`config.mk`:
```
export PLATFORM = sky130hd
export DESIGN_NAME = uart_rx_core
export DESIGN_NICKNAME = d
export VERILOG_FILES = /design/src/rtl/uart_rx_core.sv
export SDC_FILE = /design/constraint.sdc
export NUM_CORES = 1
export LEC_CHECK = 0
export CORE_MARGIN = 5
export CORE_UTILIZATION = 60
export DETAILED_ROUTE_END_ITERATION = 8
export GPL_TIMING_DRIVEN = 0
export PLACE_DENSITY = 0.8
export SLEW_MARGIN = 15
export SYNTH_ARGS = -nofsm -noshare
export SYNTH_HDL_FRONTEND = slang
export SYNTH_SLANG_ARGS = --single-unit
```
`constraint.sdc`:
```
create_clock -name PCLK -period 4.73 [get_ports PCLK]
set_input_delay 0.946 -clock PCLK [delete_from_list [all_inputs] [get_ports PCLK]]
set_output_delay 0.946 -clock PCLK [all_outputs]
set_load 0.02 [all_outputs]
```
`src/rtl/uart_rx_core.sv`:
```
// UART receive engine: recovers 8N1/8E1/8O1 frames from rxd using a 16x sample strobe
// and holds one byte with parity, framing and overrun status for the register block.
module uart_rx_core #(
   parameter int OVS         = 16,
   parameter int SYNC_STAGES = 2
) (
   input  logic       PCLK,
   input  logic       PRESETN,
   input  logic       rx_sample_pulse,
   input  logic       rxd,
   input  logic       parity_en,
   input  logic       parity_odd,
   input  logic       rx_rd,
   output logic [7:0] rx_data,
   output logic       rx_valid,
   output logic       parity_err,
   output logic       framing_err,
   output logic       overrun
);

   localparam int CW = $clog2(OVS);
   localparam logic [CW-1:0] S_PRE  = CW'(OVS / 2 - 1);
   localparam logic [CW-1:0] S_MID  = CW'(OVS / 2);
   localparam logic [CW-1:0] S_POST = CW'(OVS / 2 + 1);
   localparam logic [CW-1:0] S_LAST = CW'(OVS - 1);

   typedef enum logic [2:0] {IDLE, START, DATA, PARITY, STOP, WAIT_IDLE} state_t;

   state_t                 state, state_nxt;
   logic [SYNC_STAGES-1:0] sync_q;
   logic                   rxd_s;
   logic [CW-1:0]          scnt, scnt_nxt;
   logic [2:0]             bitcnt, bitcnt_nxt;
   logic [7:0]             shreg, shreg_nxt;
   logic [1:0]             vote, vote_nxt;
   logic                   par_bit, par_nxt;
   logic                   vote_bit;
   logic                   commit;
   logic                   perr_c;

   // Synchroniser resets to the idle-high line level so reset release cannot look like a start bit.
   always_ff @(posedge PCLK or negedge PRESETN) begin
      if (!PRESETN) sync_q <= '1;
      else          sync_q <= {sync_q[SYNC_STAGES-2:0], rxd};
   end

   assign rxd_s = sync_q[SYNC_STAGES-1];

   always_ff @(posedge PCLK or negedge PRESETN) begin
      if (!PRESETN) begin
         state   <= IDLE;
         scnt    <= '0;
         bitcnt  <= '0;
         shreg   <= '0;
         vote    <= '0;
         par_bit <= 1'b0;
      end else begin
         state   <= state_nxt;
         scnt    <= scnt_nxt;
         bitcnt  <= bitcnt_nxt;
         shreg   <= shreg_nxt;
         vote    <= vote_nxt;
         par_bit <= par_nxt;
      end
   end

   always_comb begin
      state_nxt  = state;
      scnt_nxt   = scnt;
      bitcnt_nxt = bitcnt;
      shreg_nxt  = shreg;
      vote_nxt   = vote;
      par_nxt    = par_bit;
      commit     = 1'b0;
      // Two earlier samples plus the live one form the mid-bit majority vote.
      vote_bit   = (vote[0] & vote[1]) | (vote[0] & rxd_s) | (vote[1] & rxd_s);
      perr_c     = parity_en & (par_bit != (^shreg ^ parity_odd));

      if (rx_sample_pulse) begin
         if (state != IDLE && state != WAIT_IDLE) begin
            scnt_nxt = (scnt == S_LAST) ? '0 : scnt + CW'(1);
            if (scnt == S_PRE) vote_nxt[0] = rxd_s;
            if (scnt == S_MID) vote_nxt[1] = rxd_s;
         end

         case (state)
            IDLE: begin
               if (!rxd_s) begin
                  state_nxt = START;
                  scnt_nxt  = '0;
               end
            end
            START: begin
               if (scnt == S_POST && vote_bit) begin
                  state_nxt = IDLE;
                  scnt_nxt  = '0;
               end else if (scnt == S_LAST) begin
                  state_nxt  = DATA;
                  bitcnt_nxt = '0;
               end
            end
            DATA: begin
               if (scnt == S_POST) shreg_nxt = {vote_bit, shreg[7:1]};
               if (scnt == S_LAST) begin
                  bitcnt_nxt = bitcnt + 3'd1;
                  if (bitcnt == 3'd7) state_nxt = parity_en ? PARITY : STOP;
               end
            end
            PARITY: begin
               if (scnt == S_POST) par_nxt = vote_bit;
               if (scnt == S_LAST) state_nxt = STOP;
            end
            STOP: begin
               // Leaving on the decision pulse lets the next start bit be caught after a short stop bit.
               if (scnt == S_POST) begin
                  commit    = 1'b1;
                  scnt_nxt  = '0;
                  state_nxt = vote_bit ? IDLE : WAIT_IDLE;
               end
            end
            WAIT_IDLE: begin
               if (rxd_s) state_nxt = IDLE;
            end
            default: state_nxt = IDLE;
         endcase
      end
   end

   // A read that coincides with a commit frees the holding register for the new byte.
   always_ff @(posedge PCLK or negedge PRESETN) begin
      if (!PRESETN) begin
         rx_data     <= 8'h00;
         rx_valid    <= 1'b0;
         parity_err  <= 1'b0;
         framing_err <= 1'b0;
         overrun     <= 1'b0;
      end else if (commit) begin
         if (!rx_valid || rx_rd) begin
            rx_data     <= shreg;
            parity_err  <= perr_c;
            framing_err <= ~vote_bit;
            rx_valid    <= 1'b1;
            if (rx_rd) overrun <= 1'b0;
         end else begin
            overrun <= 1'b1;
         end
      end else if (rx_rd) begin
         rx_valid <= 1'b0;
         overrun  <= 1'b0;
      end
   end

endmodule
```
==> reports/qor.txt <==
Mapped Cells: 147
Critical-path top delay cell: clkdlybuf4s50_1
YS warnings: 0
Synth area leaders: dfrtp_1 46%, mux2_1 13%, ha_1 3.5%
fraction of registers with async set/reset: 100%
Reg clk slew, reported paths: 110 ps
min-delay worst type: flip-flop to flip-flop
Area growth, synth to finish: 14.8%
Starting Density: 63.7%
status: finished, final reports clean
row count: 19
post_cts resized: 0
WS Path Type: input port to flip-flop
Iteration-0 DRC Markers: 60
H-tree depth reported by CTS: 2
worst slew pin tran: 762 ps
Synth top area share: 46.2%
final worst slack: 2280 ps
CTS Root Cell: clkbuf_4
Sinks on Clock Net: 35
slew margin rel.: 49.2%
total global-route track usage: 18.1%
Avg Cell Area, Syn: 12.2 um^2
CTS Buf Count: 5
Synth Register Bits: 35
Congestion Overflow GR: 0
Max FO, Critical Path: 10
Hold Violations, Final: 0
sequential area share after synthesis: 49.2%
Post-Syn Area: 0.00179 mm^2
final slew viol count: 0
vias per cell: 6.13
clock tree buffer depth: 2
clock period minus worst slack: 2450 ps
count of input and output buffers: 18
Most used DFF post-synth: dfrtp_1
initial antenna violation count: 0
total power: 0.000986 W
total wire length: 3360 um
vias in the first global route: 1,240
Core ar.: 0.00281 mm^2
final setup fails: 0
worst-case vdd ir drop: 297 uV
setup_tns: 0 ps
count leader, synth: dfrtp_1
layout cell share with drive strength beyond 1: 12.1%
worst r2r path cells: 6
cts-stage hold buffer count: 0
Nets: 184
RSZ-0062 raised after global routing: no
crit path launch type: input port
largest net degree at the start of global routing: 36
Final ANT Viol Nets: 0
worst skew pair latency: 340 ps
cells along the critical path: clkdlybuf4s50_1, and4b_1, nand3_1, buf_2, mux2_1
antenna diode count: 0
Filler cells: 207
I/O pins: 19
fmax: 408 MHz
RePlAce Congestion: 0.944
cell taking the most area after synthesis: dfrtp_1
Via Count: 1,250
total iterations of the first detailed-routing run: 4
# DRC: 0
DIE AREA: 0.00417 mm^2
hold path cells: 0
first-pass GRT wire length: 5780 um
Die Y: 64.6 um
crit path DAT: 2680 ps
Max Clock Skew: 12.6 ps
Place WS: 1920 ps
Post-CTS Setup Bufs: 0
drt wl/cell: 16.4 um
Synth cell types: 45
max-cap check violation count: 0
CTS tree: done
CP peak stage delay: 630 ps
syn nets: 159
total power per unit cell area: 481 mW/mm^2
Final Cycle Share: 51.8%
Post-synth top cells: 33 x dfrtp_1, 20 x mux2_1, 8 x nor2_1
Die W: 64.6 um
WP data required: 4960 ps
DP Wirelength: 2390 um
Worst setup EP type: flip-flop
Post-synth EDFFs: 0
Leak: 0.962 nW
## power by group
group,internal (W),switching [W]
clock,0.0000579,0.0000978
sequential,0.000360,0.0000522
combinational,0.000190,0.000229
total,0.000608,0.000379
## sequential cells by signal, indices dropped and copies added (netlist names)
| name | count |
|---|---|
| framing_err | 1 |
| par_bit | 1 |
| parity_err | 1 |
| rx_valid | 1 |
| scnt | 4 |
| bitcnt | 3 |
| sync_q | 2 |
| vote | 2 |
| state | 3 |
| rx_data | 8 |
| shreg | 8 |
| overrun | 1 |
## critical path: cells and delay by family
family / cells / cell delay [ps]
buffers and inverters: 2 / 890
and+or+nand+nor: 2 / 480
muxes: 1 / 350
## cell usage in the layout, fill, tap and decap left out, types with 3 or more instances in the layout
cell type        Yosys  routed
a31oi_1              3       3
ha_1                 5       5
a21oi_1              3       3
nand3_1              4       4
clkdlybuf4s50_1      0      17
dfrtp_1             33      33
mux2_1              20      20
o21ai_0              3       3
inv_1                6       6
xor2_1               3       3
nor2_1               8       8
nand2_1              6       6
buf_2                3       4
clkbuf_1             1       3
xnor2_1              6       6
clkbuf_4             0       5
## final cells by class
class	instances	area [um^2]	area share, %
sequential	35	878	42.8
multi-input combinational	100	848	41.4
timing repair buffer	18	175	8.54
clock buffer	7	45.0	2.20
tap	31	38.8	1.89
buffer	6	37.5	1.83
inverter	6	22.5	1.10
clock inverter	1	5.00	0.244
## worst paths after layout
check                                start         end  slack, ps
max reg2reg                        scnt[1]    state[2]       2620
min reg2reg                      sync_q[0]   sync_q[1]        350
min                              sync_q[0]   sync_q[1]        350
max in group asynchronous          PRESETN     vote[0]       3570
max                        rx_sample_pulse  rx_data[5]       2280
min in group asynchronous          PRESETN    shreg[6]        660
## cell families after synthesis
kind of cell | synth area share (%)
AND/OR/NAND/NOR | 12.0
flip-flops | 49.2
AO/OA/AOI/OAI | 11.2
multiplexers | 14.4
buffers and inverters | 3.36
XOR/XNOR | 5.67
adder cells (fa/ha/maj) | 4.27
## layer usage
layer	global-route usage, %	routed length, um	part of all wire, %	up-vias
li1	-	-	-	590
met1	23.7	1560	47	623
met2	27.7	1540	46	32
met3	6.22	195	5.8	5
met4	6.86	53	1.6	0
met5	0	0	0	-
## metrics by stage
stage	hold WS (ps)	util (%)	cell area, um^2	instances
2_1_floorplan	345	-	1790	147
3_3_place_gp	346	71.5	2010	196
3_5_place_dp	349	71.3	2000	196
4_1_cts	353	73.1	2050	204
5_1_grt	354	73.1	2050	204
6_report	346	73.1	2050	204
Note: power is estimated with default switching activity, not from simulation.
